### src/rtl/conv_mult_scheduler_if.sv
// Job-issue handshake and multiplier-pool status shared by the conv
// scheduler (master) and the multiplier datapath (slave).
interface conv_mult_scheduler_if #(
    parameter int NMULT = 64,
    parameter int MW    = 6,
    parameter int OW    = 5,
    parameter int FW    = 3
);
    logic [NMULT-1:0] mult_busy_i;
    logic [NMULT-1:0] cmpl_i;
    logic             issue_valid_o;
    logic             issue_ready_i;
    logic [MW-1:0]    issue_mult_o;
    logic [OW-1:0]    issue_row_o;
    logic [OW-1:0]    issue_col_o;
    logic [FW-1:0]    issue_filt_o;

    modport master (
        input  mult_busy_i,
        input  cmpl_i,
        input  issue_ready_i,
        output issue_valid_o,
        output issue_mult_o,
        output issue_row_o,
        output issue_col_o,
        output issue_filt_o
    );

    modport slave (
        output mult_busy_i,
        output cmpl_i,
        output issue_ready_i,
        input  issue_valid_o,
        input  issue_mult_o,
        input  issue_row_o,
        input  issue_col_o,
        input  issue_filt_o
    );
endinterface

### src/rtl/conv_mult_scheduler.sv
// Walks (col,row,filt) of a conv layer and issues each pixel to a free pool multiplier.
// Optional CONV_SCHED_STALL_STATS_EN adds stall_cnt_o (saturating stall-cycle counter).
module conv_mult_scheduler #(
    parameter int IMG_N  = 32,
    parameter int FLT_F  = 3,
    parameter int PAD    = 1,
    parameter int STRIDE = 1,
    parameter int NFILT  = 8,
    parameter int NMULT  = 64,
    parameter int MW     = (NMULT > 1) ? $clog2(NMULT) : 1,
    parameter int OW     = (((IMG_N - FLT_F + 2*PAD) / STRIDE + 1) > 1) ?
                           $clog2((IMG_N - FLT_F + 2*PAD) / STRIDE + 1) : 1,
    parameter int FW     = (NFILT > 1) ? $clog2(NFILT) : 1
) (
    input  logic                 clk,
    input  logic                 rstn,
    input  logic                 start_i,
    input  logic                 abort_i,
    conv_mult_scheduler_if.master bus,
    output logic [MW:0]          outstanding_o,
    output logic                 busy_o,
    output logic                 done_o
`ifdef CONV_SCHED_STALL_STATS_EN
    ,
    output logic [31:0]          stall_cnt_o
`endif
);
    localparam int OUT_N = (IMG_N - FLT_F + 2*PAD) / STRIDE + 1;
    localparam logic [OW-1:0] OUT_LAST  = OW'(OUT_N - 1);
    localparam logic [FW-1:0] FILT_LAST = FW'(NFILT - 1);

    localparam logic [1:0] S_IDLE  = 2'd0;
    localparam logic [1:0] S_ISSUE = 2'd1;
    localparam logic [1:0] S_DRAIN = 2'd2;
    localparam logic [1:0] S_DONE  = 2'd3;

    logic [1:0]       state;
    logic             valid_q;
    logic [MW-1:0]    mult_q;
    logic [OW-1:0]    row_q;
    logic [OW-1:0]    col_q;
    logic [FW-1:0]    filt_q;
    logic [NMULT-1:0] claimed;
    logic [NMULT-1:0] claimed_nx;
    logic [NMULT-1:0] elig;
    logic [NMULT-1:0] grant;
    logic [MW-1:0]    sel;
    logic             any_elig;
    logic             hs;
    logic             last;
    logic [MW:0]      pop_nx;

    assign elig  = ~bus.mult_busy_i & ~claimed;
    assign grant = NMULT'(1) << mult_q;
    assign hs    = valid_q & bus.issue_ready_i;
    assign last  = (col_q == OUT_LAST) && (row_q == OUT_LAST) &&
                   (filt_q == FILT_LAST);

    // Scan downward so the lowest eligible index is the one left in sel.
    always_comb begin
        sel      = '0;
        any_elig = 1'b0;
        for (int m = NMULT - 1; m >= 0; m--) begin
            if (elig[m]) begin
                sel      = MW'(m);
                any_elig = 1'b1;
            end
        end
    end

    always_comb begin
        claimed_nx = claimed & ~bus.cmpl_i;
        if (hs)
            claimed_nx = claimed_nx | grant;
        pop_nx = '0;
        for (int m = 0; m < NMULT; m++)
            pop_nx = pop_nx + (MW+1)'(claimed_nx[m]);
    end

    always_ff @(posedge clk or negedge rstn) begin
        if (!rstn) begin
            state         <= S_IDLE;
            valid_q       <= 1'b0;
            mult_q        <= '0;
            row_q         <= '0;
            col_q         <= '0;
            filt_q        <= '0;
            claimed       <= '0;
            outstanding_o <= '0;
        end else if (abort_i) begin
            state         <= S_IDLE;
            valid_q       <= 1'b0;
            claimed       <= '0;
            outstanding_o <= '0;
        end else begin
            claimed       <= claimed_nx;
            outstanding_o <= pop_nx;
            unique case (state)
                S_IDLE: begin
                    if (start_i) begin
                        state   <= S_ISSUE;
                        valid_q <= 1'b0;
                        row_q   <= '0;
                        col_q   <= '0;
                        filt_q  <= '0;
                    end
                end
                S_ISSUE: begin
                    if (!valid_q) begin
                        if (any_elig) begin
                            valid_q <= 1'b1;
                            mult_q  <= sel;
                        end
                    end else if (bus.issue_ready_i) begin
                        valid_q <= 1'b0;
                        if (last) begin
                            state  <= S_DRAIN;
                            col_q  <= '0;
                            row_q  <= '0;
                            filt_q <= '0;
                        end else if (col_q != OUT_LAST) begin
                            col_q <= col_q + 1'b1;
                        end else begin
                            col_q <= '0;
                            if (row_q != OUT_LAST) begin
                                row_q <= row_q + 1'b1;
                            end else begin
                                row_q  <= '0;
                                filt_q <= filt_q + 1'b1;
                            end
                        end
                    end
                end
                S_DRAIN: begin
                    if (claimed == '0)
                        state <= S_DONE;
                end
                S_DONE: state <= S_IDLE;
                default: state <= S_IDLE;
            endcase
        end
    end

`ifdef CONV_SCHED_STALL_STATS_EN
    always_ff @(posedge clk or negedge rstn) begin
        if (!rstn) begin
            stall_cnt_o <= '0;
        end else if (state == S_IDLE) begin
            if (start_i && !abort_i)
                stall_cnt_o <= '0;
        end else if (state == S_ISSUE && !valid_q && !any_elig &&
                     !abort_i && stall_cnt_o != '1) begin
            stall_cnt_o <= stall_cnt_o + 32'd1;
        end
    end
`endif

    assign bus.issue_valid_o = valid_q;
    assign bus.issue_mult_o  = mult_q;
    assign bus.issue_row_o   = row_q;
    assign bus.issue_col_o   = col_q;
    assign bus.issue_filt_o  = filt_q;
    assign busy_o            = (state != S_IDLE);
    assign done_o            = (state == S_DONE);
endmodule

### src/flat_wrapper.sv
// flat-port wrapper written by rule: the top's interface ports become plain ports
module conv_mult_scheduler_flat 
#(
    parameter int IMG_N  = 32,
    parameter int FLT_F  = 3,
    parameter int PAD    = 1,
    parameter int STRIDE = 1,
    parameter int NFILT  = 8,
    parameter int NMULT  = 64,
    parameter int MW     = (NMULT > 1) ? $clog2(NMULT) : 1,
    parameter int OW     = (((IMG_N - FLT_F + 2*PAD) / STRIDE + 1) > 1) ?
                           $clog2((IMG_N - FLT_F + 2*PAD) / STRIDE + 1) : 1,
    parameter int FW     = (NFILT > 1) ? $clog2(NFILT) : 1
)
  (clk, rstn, start_i, abort_i, outstanding_o, busy_o, done_o, bus_mult_busy_i, bus_cmpl_i, bus_issue_ready_i, bus_issue_valid_o, bus_issue_mult_o, bus_issue_row_o, bus_issue_col_o, bus_issue_filt_o);
  conv_mult_scheduler_if #(.NMULT(NMULT), .MW(MW), .OW(OW), .FW(FW)) bus_i ();
  input  logic clk;
  input  logic rstn;
  input  logic start_i;
  input  logic abort_i;
  output logic [MW:0] outstanding_o;
  output logic busy_o;
  output logic done_o;
  input wire logic [$bits(bus_i.mult_busy_i)-1:0] bus_mult_busy_i;
  input wire logic [$bits(bus_i.cmpl_i)-1:0] bus_cmpl_i;
  input wire logic [$bits(bus_i.issue_ready_i)-1:0] bus_issue_ready_i;
  output wire logic [$bits(bus_i.issue_valid_o)-1:0] bus_issue_valid_o;
  output wire logic [$bits(bus_i.issue_mult_o)-1:0] bus_issue_mult_o;
  output wire logic [$bits(bus_i.issue_row_o)-1:0] bus_issue_row_o;
  output wire logic [$bits(bus_i.issue_col_o)-1:0] bus_issue_col_o;
  output wire logic [$bits(bus_i.issue_filt_o)-1:0] bus_issue_filt_o;
  assign bus_i.mult_busy_i = bus_mult_busy_i;
  assign bus_i.cmpl_i = bus_cmpl_i;
  assign bus_i.issue_ready_i = bus_issue_ready_i;
  assign bus_issue_valid_o = bus_i.issue_valid_o;
  assign bus_issue_mult_o = bus_i.issue_mult_o;
  assign bus_issue_row_o = bus_i.issue_row_o;
  assign bus_issue_col_o = bus_i.issue_col_o;
  assign bus_issue_filt_o = bus_i.issue_filt_o;
  conv_mult_scheduler #(.IMG_N(IMG_N), .FLT_F(FLT_F), .PAD(PAD), .STRIDE(STRIDE), .NFILT(NFILT), .NMULT(NMULT), .MW(MW), .OW(OW), .FW(FW)) u_core (.clk(clk), .rstn(rstn), .start_i(start_i), .abort_i(abort_i), .bus(bus_i), .outstanding_o(outstanding_o), .busy_o(busy_o), .done_o(done_o));
endmodule
### config.mk
export PLATFORM = sky130hd
export DESIGN_NAME = conv_mult_scheduler_flat
export DESIGN_NICKNAME = d
export VERILOG_FILES = /design/src/rtl/conv_mult_scheduler_if.sv /design/src/rtl/conv_mult_scheduler.sv /design/src/flat_wrapper.sv
export SDC_FILE = /design/constraint.sdc
export NUM_CORES = 1
export LEC_CHECK = 0
export ABC_AREA = 1
export ABC_CLOCK_PERIOD_IN_PS = 9110
export BUFFER_PORTS_ARGS = -buffer_cell sky130_fd_sc_hd__buf_2
export CAP_MARGIN = 20
export CORE_UTILIZATION = 37
export CTS_CLUSTER_SIZE = 14
export DETAILED_ROUTE_END_ITERATION = 10
export PLACE_DENSITY_LB_ADDON = 0.15
export SYNTH_ARGS = -nofsm -noshare
export SYNTH_HDL_FRONTEND = slang
export SYNTH_SLANG_ARGS = --single-unit
### constraint.sdc
create_clock -name clk -period 9.11 [get_ports clk]
set_clock_uncertainty 0.1 [all_clocks]
set_input_delay 0.4555 -clock clk [delete_from_list [all_inputs] [get_ports clk]]
set_output_delay 0.4555 -clock clk [all_outputs]
set_load 0.02 [all_outputs]
After elaboration in Yosys (flattened, before gate mapping):

Index checks and enable logic that the tools add are counted.

* input bits: 133
* bits in registers: 93
* output and inout bits: 29
* logic and storage cells: 278

* equality and inequality tests: 18
* shifts and indexed selects: 1
* reduce and logical (&&, ||, !) cells: 13
* add/subtract/negate cells: 66
* bitwise logic cells: 9
* mux-type cells: 163

Operators with widths (count)
* adder 7 x 1 -> 7 bit: 62
* two-way mux 6 bit: 64
* NOT 64 bit: 3
* AND 64 bit: 2
* two-way mux 64 bit: 2
* two-way mux 1 bit: 69
* zero test 64 bit: 1
* OR 64 bit: 1
* left shift 1 x 6 -> 64 bit (first input constant): 1
* two-way mux 5 bit: 10
* one-hot mux 5 bit (2 select lines): 2
* two-way mux 3 bit: 6
* != test 3 x 2 -> 1 bit (second input constant): 5
* two-way mux 2 bit: 6
* adder 5 x 1 -> 5 bit (second input constant): 2
* equality test 5 bit (second input constant): 2
* != test 5 bit (second input constant): 2
* AND reduction 5 bit: 2
* one-hot mux 2 bit (4 select lines): 1
* two-way mux 7 bit: 1
* AND reduction 7 bit: 1
* != test 3 bit (second input constant): 2
* one-hot mux 3 bit (2 select lines): 1
* AND reduction 6 bit: 1
* 16 further kinds: 21

Depth between registers and ports, before layout:

* depth after elaboration: 70
* gate-level depth with buffers: 66
* depth with buffers taken out: 66

Worst setup path after synthesis:

OpenSTA, ideal clock, no wires.

* path kind: flip-flop to flip-flop
* start: reg u_core.mult_q[2] (netlist: u_core.bus.issue_mult_o[2])
* end: reg u_core.outstanding_o[6]
* required time: 8932 ps
* setup time: 78 ps
* data arrival time: 7263 ps
* slack: 1669 ps
* period minus slack after synthesis: 7441 ps
* cell stages (with the launch flop): 26
* cell sequence: dfrtp_1 > clkbuf_1 > inv_1 > nor4_1 > nand2_1 > o22ai_1 > inv_1 > fa_1 > fa_1 > fa_1 > inv_1 > fa_1 > inv_1 > fa_1 > inv_1 > fa_1 > inv_1 > fa_1 > fa_1 > fa_1 > fa_1 > o31ai_1 > inv_1 > nor2_1 > o21ai_0 > a21oi_1

* cells in the longest elaborated chain, start to end: 67

Ends and longest elaborated chain
* from (decl): RTL line conv_mult_scheduler.sv:39 `logic [MW-1:0] mult_q;`
* from (signal assigned): RTL line conv_mult_scheduler.sv:112 `mult_q <= sel;`
* left shift 1 x 6 -> 64 bit (*): RTL line conv_mult_scheduler.sv:54 `assign grant = NMULT'(1) << mult_q;`
* OR 64 bit (*): RTL line conv_mult_scheduler.sv:74 `claimed_nx = claimed_nx | grant;`
* two-way mux 64 bit (*): RTL line conv_mult_scheduler.sv:73 `if (hs)`
* adder 1 x 1 -> 2 bit: RTL line conv_mult_scheduler.sv:77 `pop_nx = pop_nx + (MW+1)'(claimed_nx[m]);`
* adder 7 x 1 -> 7 bit (61 in a row): RTL line conv_mult_scheduler.sv:77
* adder 7 x 1 -> 7 bit (*): RTL line conv_mult_scheduler.sv:77
* two-way mux 7 bit (*): RTL line conv_mult_scheduler.sv:90 `end else if (abort_i) begin`
* to (signal assigned): RTL line conv_mult_scheduler.sv:97 `outstanding_o <= pop_nx;`
* to (decl): RTL line conv_mult_scheduler.sv:20 `output logic [MW:0] outstanding_o,`

Mark *: on every way between the ends. The rest lies on a longest branch, timed or not.
A chain may end at the register's enable or synchronous reset.

Final worst setup path:

Ends and elaborated chain as after synthesis.

==> out/results.ini <==
[worst_setup_path]
cp-end-kind=flop
slowest_delay_ns=0.55
crit_path_top_delay_cell=fa_1
path_buf_inv=7
cp_cell_sequence=inv_1 -> nor4_1 -> nand2_1 -> o22ai_1 -> inv_1 -> fa_1 -> fa_1 -> fa_1 -> inv_1 -> fa_1 -> inv_1 -> fa_1 -> inv_1 -> fa_1 -> inv_1 -> fa_1 -> fa_1 -> fa_1 -> fa_1 -> o31ai_1 -> inv_1 -> nor2_1 -> o21ai_0 -> a21oi_1
path_delay_family=adder cells
worstPathArrival_ns=8.05
path_common_cell=fa_1
crit_type=reg2reg
critical_path_required_ns=9.28
crit_fanout=10
cp-start-kind=flop

[power]
vdd_ir_drop_max_v=0.00009232
leakage_nw=4.954
power.density_nw_per_um2=145.2

[final_layout]
drive_gt1_share_pct=18.58
fill_cells=2074
antennaDiodeCount=0
area_delta_synth_final_pct=19.09
num-nets-final=1420
mostFrequentLayoutCells=inv_1 (221), nor2_1 (212), nand2_1 (199)
final_common_cell=inv_1
fin_util_pct=45.59

[die]
die_area_um2=20980
num_io_pins=162
die_w_um=144.8
fp-row-count=51
core_um2=19720
start_util_pct=38.28
fp.dieH_um=144.8

[route]
first_pass_iters=6
drc=0
ant_nets=0
first_iter_violations=472
vias_per_cell=4.755
route.vias.total=7018
wl_per_cell_um=16.78
wl_um=24770

[clock_network]
clock_latency_ns=0.36
cts_sinks=93
clockBufferDepth=2
cts_buffers=9
cts_resized=0
post_cts_buffers=0
tritoncts=yes
cts_max_level=3
clk_root_buffer_cell=clkbuf_16
cts_hold_buffers=0
clk_pin_slew_ns=0.07

[sta]
tightestPinTransition_ns=0.7940
slew_violations=0
setup_viol=0
finalHoldViolations=12
fin_setup_tns_ns=0
rsz0062_at_grt=no
whs_ns=-0.01095
post-route-period-util_pct=86.45
max_freq_mhz=127.0
period_needed_ns=7.875
slew_headroom_pct=47.07

[yosys]
syn_inst=1048
synth-simple-area-share_pct=26.94
ys_warn_count=0
syn-cell-area_um2=7548
yosys.area_share.adder_pct=18.63
syn_area_per_cell_um2=7.203
syn_nets=1261
synthXorXnorAreaFrac_pct=0
ys_types=33
yosysSeqAreaShare_pct=30.83
ys_ff_latch=93
synth_compound_area_share_pct=8.802
synth_top_family_by_area=simple AND/OR/NAND/NOR gates
synthMuxAreaShare_pct=0

[placement]
gp_congestion=0.9261
io_buffers=161
dpl.hpwl_um=21150

[job]
maxCapViolCount=0

[global_route]
grt_pass1_wl_um=37860
grtUsageTotal_pct=25.01
grt_pass1_vias=6934
antenna_found_initial=0
grt_overflow=0
grt_max_degree=72

[outcome]
status=complete, but fails checks
violations=negative hold slack

[min_path]
hold_path.class=in2async

-- worst paths after layout --
kind	slack, ns	startpoint	endpoint	depth (start not counted)
max	1.23	u_core.bus.issue_mult_o[2]	u_core.outstanding_o[6]	24
min	-0.01	rstn	u_core.claimed[58]	1
max reg2reg	1.23	u_core.bus.issue_mult_o[2]	u_core.outstanding_o[6]	24
min reg2reg	0.41	u_core.bus.issue_filt_o[0]	u_core.bus.issue_filt_o[0]	1
max in group asynchronous	7.84	rstn	u_core.claimed[10]	2
min in group clk	0.27	bus_cmpl_i[19]	u_core.claimed[19]	4
-- metrics by stage --
step	hold WS, ns	setup slack (ns)	total power, mW	area (um2)	cells
3_3_place_gp	0.3853	1.384	0.8949	8667	1461
5_1_grt	0.04053	0.8707	1.388	8990	1476
6_report	-0.01095	1.235	1.305	8990	1476
2_1_floorplan	0.05991	1.669	0.7455	7548	1048
3_5_place_dp	0.3941	1.218	0.8959	8667	1461
4_1_cts	0.01514	1.218	1.315	8990	1476
-- cells in the mapped netlist --
| cell type | number | area (um2) |
|---|---|---|
| a211oi_1 | 1 | 7.510 |
| o21a_1 | 9 | 67.56 |
| nand3_1 | 20 | 100.1 |
| a32o_1 | 1 | 10.01 |
| o22ai_1 | 7 | 43.79 |
| o2111ai_1 | 1 | 8.760 |
| a22oi_1 | 1 | 7.510 |
| dfrtp_1 | 93 | 2327 |
| or2_1 | 2 | 12.51 |
| nor2_2 | 9 | 56.30 |
| nor4_1 | 15 | 93.84 |
| inv_2 | 11 | 41.29 |
| nor2_1 | 214 | 803.3 |
| o41ai_1 | 1 | 8.760 |
| buf_1 | 3 | 11.26 |
| o21bai_1 | 3 | 22.52 |
| nand4_1 | 12 | 75.07 |
| and2_1 | 1 | 6.260 |
| fa_1 | 54 | 1081 |
| or2_2 | 10 | 62.56 |
| a21oi_1 | 56 | 280.3 |
| ha_1 | 26 | 325.3 |
| o21ai_0 | 16 | 80.08 |
| o21ai_1 | 13 | 65.06 |
| nand2_1 | 199 | 747.0 |
| bufinv_8 | 10 | 175.2 |
| nand2_4 | 1 | 11.26 |
| nor3_1 | 13 | 65.06 |
| o31ai_1 | 3 | 22.52 |
| inv_1 | 221 | 829.6 |
| clkbuf_1 | 16 | 60.06 |
| o311ai_1 | 1 | 8.760 |
| a31oi_1 | 5 | 31.28 |
-- cells by family (layout without fill, tap and decap cells) --
logic type,count (synthesis),after routing
AOI/OAI and AO/OA,118,118
adders and majority gates,80,80
buffers and inverters,261,424
DFF,93,93
and+or+nand+nor,496,496
-- power by group --
group / switching, mW / total [mW] / leakage (nW) / internal [mW]
Sequential: 0.0394 / 0.485 / 1.29 / 0.446
Combinational: 0.264 / 0.403 / 3.52 / 0.139
Clock: 0.170 / 0.417 / 0.151 / 0.247
-- per-layer routing --
metal / track usage [%] / vias up / wire, um
li1: - / 3490 / -
met1: 35.13 / 3298 / 11710
met2: 40.59 / 204 / 11350
met3: 3.784 / 26 / 1361
met4: 5.540 / 0 / 350
met5: 0 / - / 0
-- registers in the layout, indices dropped and copies added, names as in the netlist --
| name | count |
|---|---|
| u_core.claimed | 64 |
| u_core.bus.issue_mult_o | 6 |
| u_core.outstanding_o | 7 |
| u_core.bus.issue_row_o | 5 |
| u_core.bus.issue_filt_o | 3 |
| u_core.state | 2 |
| u_core.bus.issue_col_o | 5 |
| u_core.bus.issue_valid_o | 1 |
-- cell type report --
cell class                      count  area (um2)  share of cell area (%)
Multi-Input combinational cell    694        4109                   45.71
Clock buffer                       10       239.0                   2.658
Tap cell                          265       331.6                   3.688
Inverter                          242        1046                   11.64
Sequential cell                    93        2327                   25.89
Clock inverter                      5       83.83                  0.9325
Timing Repair Buffer              167       853.3                   9.492
Note: power is estimated with default switching activity, not from simulation.
